$ cat config.mk
export PLATFORM = sky130hd
export DESIGN_NAME = axis_header_insert_realign
export DESIGN_NICKNAME = d
export VERILOG_FILES = /design/src/rtl/axis_header_insert_realign.sv
export SDC_FILE = /design/constraint.sdc
export NUM_CORES = 1
export LEC_CHECK = 0
export CORE_MARGIN = 2
export CORE_UTILIZATION = 55
export DETAILED_ROUTE_END_ITERATION = 10
export PLACE_DENSITY_LB_ADDON = 0.2
export SLEW_MARGIN = 15
export SYNTH_ARGS = -nofsm -noshare
export SYNTH_HDL_FRONTEND = slang
export SYNTH_SLANG_ARGS = --single-unit
$ cat constraint.sdc
create_clock -name clk -period 5.4 [get_ports clk]
set_input_delay 0.81 -clock clk [delete_from_list [all_inputs] [get_ports clk]]
set_output_delay 0.81 -clock clk [all_outputs]
set_load 0.02 [all_outputs]
$ cat src/rtl/axis_header_insert_realign.sv
// Prepends a 0..W byte header to each AXI-Stream packet and repacks the
// payload so every beat but the last is full; single registered output stage.
module axis_header_insert_realign #(
    parameter int DATA_WD      = 32,
    parameter int DATA_BYTE_WD = DATA_WD / 8,
    parameter int BYTE_CNT_WD  = $clog2(DATA_BYTE_WD) + 1
) (
    input  logic                    clk,
    input  logic                    rst_n,
    input  logic                    valid_in,
    input  logic [DATA_WD-1:0]      data_in,
    input  logic [DATA_BYTE_WD-1:0] keep_in,
    input  logic                    last_in,
    output logic                    ready_in,
    input  logic                    valid_insert,
    input  logic [DATA_WD-1:0]      data_insert,
    input  logic [DATA_BYTE_WD-1:0] keep_insert,
    output logic                    ready_insert,
    output logic                    valid_out,
    output logic [DATA_WD-1:0]      data_out,
    output logic [DATA_BYTE_WD-1:0] keep_out,
    output logic                    last_out,
    input  logic                    ready_out
);

    typedef enum logic [1:0] {IDLE, PASS, TAIL} state_t;

    localparam logic [BYTE_CNT_WD:0] W_CNT = (BYTE_CNT_WD + 1)'(DATA_BYTE_WD);

    state_t                  state, state_nx;
    logic [DATA_WD-1:0]      res, res_nx;
    logic [BYTE_CNT_WD-1:0]  r_cnt, r_nx;
    logic                    valid_nx, last_nx;
    logic [DATA_WD-1:0]      data_nx;
    logic [DATA_BYTE_WD-1:0] keep_nx;

    logic                    ld_en;
    logic [BYTE_CNT_WD-1:0]  n_hdr, m_pay;
    logic [DATA_BYTE_WD-1:0] eff_keep;
    logic [DATA_WD-1:0]      pay;
    logic [2*DATA_WD-1:0]    cat;
    logic [BYTE_CNT_WD:0]    sum;
    int                      sh_r, sh_h;

    function automatic logic [BYTE_CNT_WD-1:0] popcnt(
        input logic [DATA_BYTE_WD-1:0] k
    );
        popcnt = '0;
        for (int i = 0; i < DATA_BYTE_WD; i++)
            popcnt = popcnt + BYTE_CNT_WD'(k[i]);
    endfunction

    function automatic logic [DATA_BYTE_WD-1:0] kmask(
        input logic [BYTE_CNT_WD:0] c
    );
        kmask = '0;
        for (int i = 0; i < DATA_BYTE_WD; i++)
            if (i < int'(c)) kmask[DATA_BYTE_WD-1-i] = 1'b1;
    endfunction

    assign ld_en = !valid_out || ready_out;

    // Residual bytes live MSB-anchored in res with zeros below them,
    // so a beat is just res OR'd with the payload shifted down R bytes.
    always_comb begin
        eff_keep = last_in ? keep_in : '1;
        for (int i = 0; i < DATA_BYTE_WD; i++)
            pay[i*8 +: 8] = data_in[i*8 +: 8] & {8{eff_keep[i]}};
        m_pay = popcnt(eff_keep);
        n_hdr = popcnt(keep_insert);
        sum   = {1'b0, r_cnt} + {1'b0, m_pay};
        sh_r  = int'(r_cnt) * 8;
        sh_h  = (DATA_BYTE_WD - int'(n_hdr)) * 8;
        cat   = {res, {DATA_WD{1'b0}}} | ({pay, {DATA_WD{1'b0}}} >> sh_r);
    end

    always_comb begin
        state_nx     = state;
        res_nx       = res;
        r_nx         = r_cnt;
        valid_nx     = valid_out && !ready_out;
        data_nx      = data_out;
        keep_nx      = keep_out;
        last_nx      = last_out;
        ready_insert = rst_n && (state == IDLE) && ld_en;
        ready_in     = rst_n && (state == PASS) && ld_en;
        unique case (state)
            IDLE: begin
                if (valid_insert && ready_insert) begin
                    res_nx   = data_insert << sh_h;
                    r_nx     = n_hdr;
                    state_nx = PASS;
                end
            end
            PASS: begin
                if (valid_in && ready_in) begin
                    valid_nx = 1'b1;
                    data_nx  = cat[2*DATA_WD-1 -: DATA_WD];
                    res_nx   = cat[DATA_WD-1:0];
                    keep_nx  = '1;
                    last_nx  = 1'b0;
                    if (last_in) begin
                        if (sum <= W_CNT) begin
                            keep_nx  = kmask(sum);
                            last_nx  = 1'b1;
                            r_nx     = '0;
                            res_nx   = '0;
                            state_nx = IDLE;
                        end else begin
                            r_nx     = BYTE_CNT_WD'(sum - W_CNT);
                            state_nx = TAIL;
                        end
                    end
                end
            end
            TAIL: begin
                if (ld_en) begin
                    valid_nx = 1'b1;
                    data_nx  = res;
                    keep_nx  = kmask({1'b0, r_cnt});
                    last_nx  = 1'b1;
                    r_nx     = '0;
                    res_nx   = '0;
                    state_nx = IDLE;
                end
            end
            default: state_nx = IDLE;
        endcase
    end

    always_ff @(posedge clk or negedge rst_n) begin
        if (!rst_n) begin
            state     <= IDLE;
            res       <= '0;
            r_cnt     <= '0;
            valid_out <= 1'b0;
            data_out  <= '0;
            keep_out  <= '0;
            last_out  <= 1'b0;
        end else begin
            state     <= state_nx;
            res       <= res_nx;
            r_cnt     <= r_nx;
            valid_out <= valid_nx;
            data_out  <= data_nx;
            keep_out  <= keep_nx;
            last_out  <= last_nx;
        end
    end

endmodule

## After elaboration in Yosys (flattened, before gate mapping)

Cells that the tools add are included.

- $add $sub $neg: 9
- Magnitude comparators: 9
- Eq/ne operators: 6
- Shift operators: 2
- Multiplexer cells: 43
- Bitwise gates (word level): 5
- Reductions and logical operators: 17

Operators by type and width:

| kind | count |
|---|---|
| $mux W32 | 7 |
| $pmux W32 S3 | 1 |
| $or A64 B64 Y64 | 1 |
| $pmux W32 S2 | 1 |
| $shr A64 B6 Y64 | 1 |
| $and A8 B8 Y8 | 4 |
| $shl A32 B32 Y32 | 1 |
| $mux W4 | 5 |
| $mux W3 | 5 |
| $mux W1 | 14 |
| $mux W2 | 5 |
| $pmux W3 S3 | 1 |
| $lt A1 B4 Y1 const A | 2 |
| $lt A2 B4 Y1 const A | 2 |
| $pmux W4 S2 | 1 |
| $reduce_and A4 Y1 | 2 |
| $logic_and A1 B1 Y1 | 7 |
| $add A2 B1 Y3 | 2 |
| $add A3 B1 Y3 | 2 |
| $lt A1 B3 Y1 const A | 2 |
| $lt A2 B3 Y1 const A | 2 |
| $pmux W2 S3 | 1 |
| $reduce_and A5 Y1 | 1 |
| $add A1 B1 Y2 | 2 |
| 15 further kinds | 19 |

- Bits in registers: 75
- Input port bits: 78
- Output and inout bits: 40
- Word-level logic and storage cells: 98

## Logic depth before layout (Yosys ltp)

- Word-level depth: 11
- Depth in mapped cells: 14
- Gate-level depth less buffers: 11

## Worst setup path after synthesis

Ideal clock, no wire load.

- Kind: input-to-reg
- Start point: input keep_in[0]
- End point: register res[16]
- Setup time: 121 ps
- Data arrival time: 3782 ps
- Data required time: 5279 ps
- Setup slack: 1497 ps
- Stages on the path: 12
- Buffers on the path: 1
- Path through: nand2b_1 > buf_2 > clkinv_2 > fa_1 > fa_1 > inv_1 > fa_1 > nand2b_4 > a2111oi_4 > o32ai_2 > a221o_1 > o22a_1

- Longest elaborated chain between the ends: 10
- Elaborated cells between the ends (all ways): 13
- Classes of those cells: add/sub (4); order compare (1); shift (1); mux (5); bitwise (2)

Ends and longest elaborated chain:

| element | line | source |
|---|---|---|
| start: declaration | 12 | `input logic [DATA_BYTE_WD-1:0] keep_in,` |
| $mux W4 (*) | 66 | `eff_keep = last_in ? keep_in : '1;` |
| $add A1 B1 Y2 | 50 | `popcnt = popcnt + BYTE_CNT_WD'(k[i]);` |
| $add A2 B1 Y3 | 50 |  |
| $add A3 B1 Y3 | 50 |  |
| $add A3 B3 Y4 | 71 | `sum = {1'b0, r_cnt} + {1'b0, m_pay};` |
| $le A4 B3 Y1 | 103 | `if (sum <= W_CNT) begin` |
| $mux W32 | 103 |  |
| $mux W32 (*) | 102 | `if (last_in) begin` |
| $mux W32 (*) | 96 | `if (valid_in && ready_in) begin` |
| $pmux W32 S3 (*) | 87 | `unique case (state)` |
| end signal: assignment | 142 | `res <= res_nx;` |
| end: declaration | 31 | `logic [DATA_WD-1:0] res, res_nx;` |

Mark *: on every way between the ends. The rest lies on a longest branch, timed or not. The select of a mux whose other input is x is not followed.
A chain may end at the register's enable or synchronous reset.

## Final worst setup path

- Start point: input keep_in[0]
- End point: register res[23]

The elaborated chain is that of the path after synthesis.

==> key figures <==
Synthesis
  – YS warnings: 0
  – Post-synth ARST share: 100%
  – Cell taking the most area after synthesis: dfrtp_1
  – Synthesized flop and latch total: 75
  – Sequential fraction of the synthesis area: 35.8%
  – Top cells by count, synth: 96 x nor2_1, 86 x a21oi_1, 75 x dfrtp_1
  – Synth top area share: 35.8%
  – Synth Cell Area: 5240 um^2
  – Syn Inst Count: 629
  – Main synth FF type: dfrtp_1
  – Mean Syn Cell Area: 8.32 um^2
  – Synth cell types: 60
  – Number of synthesized flops with an enable pin: 0
  – Synth Net Count: 720
  – Synth area leaders: dfrtp_1 36%, a21oi_1 8.2%, nor2_1 6.9%
  – Most frequent cell after synthesis: nor2_1

Run status
  – Outcome: finished, final reports clean

STA
  – Slew @ Worst Pin: 1090 ps
  – Final setup viols: 0
  – Post-layout minimum cycle time: 4520 ps
  – Setup TNS: 0 ps
  – Max transition margin: 26.6%
  – Final Slew Violations: 0
  – Hold Vio Cnt, Final: 0
  – RSZ-0062 raised after global routing: false
  – Tcrit/Tclk final: 83.6%
  – Worst-case clock skew: 16.7 ps
  – F_max: 221 MHz

Clock tree
  – Clk_lat worst skew: 380 ps
  – CTS clk-pin slew, worst paths: 90 ps
  – CTS root buffer: clkbuf_8
  – CTS Sinks: 75
  – Clk buf depth: 2
  – CTS tree: built
  – Clock H-tree levels: 3
  – CTS-repair resized insts: 0
  – Post-CTS setup buffers: 0
  – Total CTS buffers: 9
  – # hold bufs at CTS: 0

Setup path
  – Worst EP arrival: 4780 ps
  – Critical path type: in2reg
  – FF-to-FF setup slack: 1150 ps
  – CP required: 5660 ps
  – Reg2Reg Depth: 11
  – Worst setup SP type: input port
  – CP endpoint kind: flip-flop
  – Crit-path max FO: 10

Drt
  – Drt total wl: 17900 um
  – Drt via density: 6.57
  – Post-route ant nets: 0
  – Routed via count: 5601
  – # DRC: 0
  – 1st-iter DRT viols: 633
  – Wire per inst: 20.9 um
  – First-pass DRT Iterations: 5

Global routing
  – Vias in the first global route: 5293
  – First-pass GRT wire length: 28100 um
  – Initial antenna violation count: 0
  – Gr ovfl total: 0
  – Pin count of the biggest net entering global routing: 53
  – Gr usage total: 35.4%

Die
  – Die H: 102 um
  – Core area: 9240 um^2
  – Initial Utilization: 56.7%
  – Die width: 102 um
  – # rows: 35
  – Ports: 118
  – Die area: 10300 um^2

Placed design
  – DP Area: 6420 um^2
  – Final GP Congestion: 0.910
  – IO buf count: 117
  – Detail Placement HPWL: 13100 um

Finish
  – Area delta synth->final: 26.4%
  – Share of layout cells above drive strength 1: 8.15%
  – # diodes: 0
  – Net count, final: 810
  – Final Cell Area: 6620 um^2
  – Finished Core Util: 71.6%

Power and ir drop
  – Pwr/cell area: 626 nW/um^2
  – Maximum vdd ir drop: 0.000396 V
  – P_leak: 0.00270 uW

Job
  – Max-capacitance violation count: 0

Min path
  – Worst hold path class: in2async
## area by class of cell
cell class / count / area (um^2)
fillers: 727 / 2620
clock buffers: 9 / 124
inverters: 35 / 139
repair buffers: 125 / 1230
clock inverters: 7 / 70.1
flip-flops and latches: 75 / 1880
multi-input cells: 473 / 3020
well taps: 129 / 161
## layout by cell type (no fill, tap or decap), types with 4 or more instances in the layout
cell type | synthesis | final
a21oi_1 | 86 | 86
a221o_1 | 8 | 8
a221oi_1 | 16 | 16
a22o_1 | 8 | 8
a22oi_1 | 8 | 8
a31oi_1 | 15 | 15
a32o_1 | 5 | 5
a32oi_1 | 8 | 8
and2_1 | 10 | 10
and3_1 | 5 | 5
buf_4 | 2 | 9
clkbuf_8 | 0 | 9
clkdlybuf4s50_1 | 0 | 116
dfrtp_1 | 75 | 75
fa_1 | 4 | 4
ha_1 | 9 | 9
inv_1 | 30 | 30
mux2_2 | 19 | 19
mux2i_1 | 11 | 11
nand2_1 | 51 | 51
nand2b_1 | 6 | 6
nand3_1 | 12 | 12
nor2_1 | 96 | 94
nor3_1 | 4 | 4
o21ai_0 | 14 | 14
o21ai_1 | 4 | 4
o22a_1 | 8 | 8
o22ai_1 | 14 | 14
o32ai_1 | 15 | 15
## state kept, by name, summed over array words and instances, names as in the netlist
name,flops
valid_out,1
res,32
keep_out,4
last_out,1
state,2
r_cnt,3
data_out,32
## critical path, stage by stage
cell and delay (ps):
clkdlybuf4s50_1 480, nand2b_1 290, clkinv_2 250, fa_1 520
fa_1 420, inv_1 90, fa_1 480, nand2b_4 220
a2111oi_4 390, o32ai_2 260, a221o_1 390, o22a_1 170
## per-layer routing
layer	wire length (um)	track usage (%)	up-vias
met1	7500	50.7	2644
li1	-	-	2501
met5	0	0	-
met2	7980	54.3	419
met4	453	11.1	0
met3	1940	6.97	37
## final timing paths
| path | startpoint | endpoint |
|---|---|---|
| max in group asynchronous | rst_n | res[12] |
| min reg2reg | res[2] | res[2] |
| min | rst_n | r_cnt[2] |
| min in group clk | res[2] | res[2] |
| max | keep_in[0] | res[23] |
| max reg2reg | r_cnt[0] | res[23] |
## logic make-up after synthesis
| logic type | synth area share, % |
|---|---|
| AOI/OAI and AO/OA | 30.4 |
| xor gates and xnor gates | 0.335 |
| adders and majority gates | 3.68 |
| buffers and inverters | 6.69 |
| DFF | 35.8 |
| muxes | 6.19 |
| and+or+nand+nor | 16.9 |
## where the power goes
group | switching [uW] | internal [uW]
logic | 1610 | 1050
clock network | 271 | 179
registers | 186 | 848
## per-stage QoR
step,hold slack [ps],cells,total power [uW],worst slack [ps]
after global placement,491,837,3550,680
after global routing,386,853,4400,697
after floorplan,450,629,2780,1500
after CTS,374,853,4080,931
final,362,853,4150,884
after detailed placement,501,837,3630,552
Note: power is estimated with default switching activity, not from simulation.
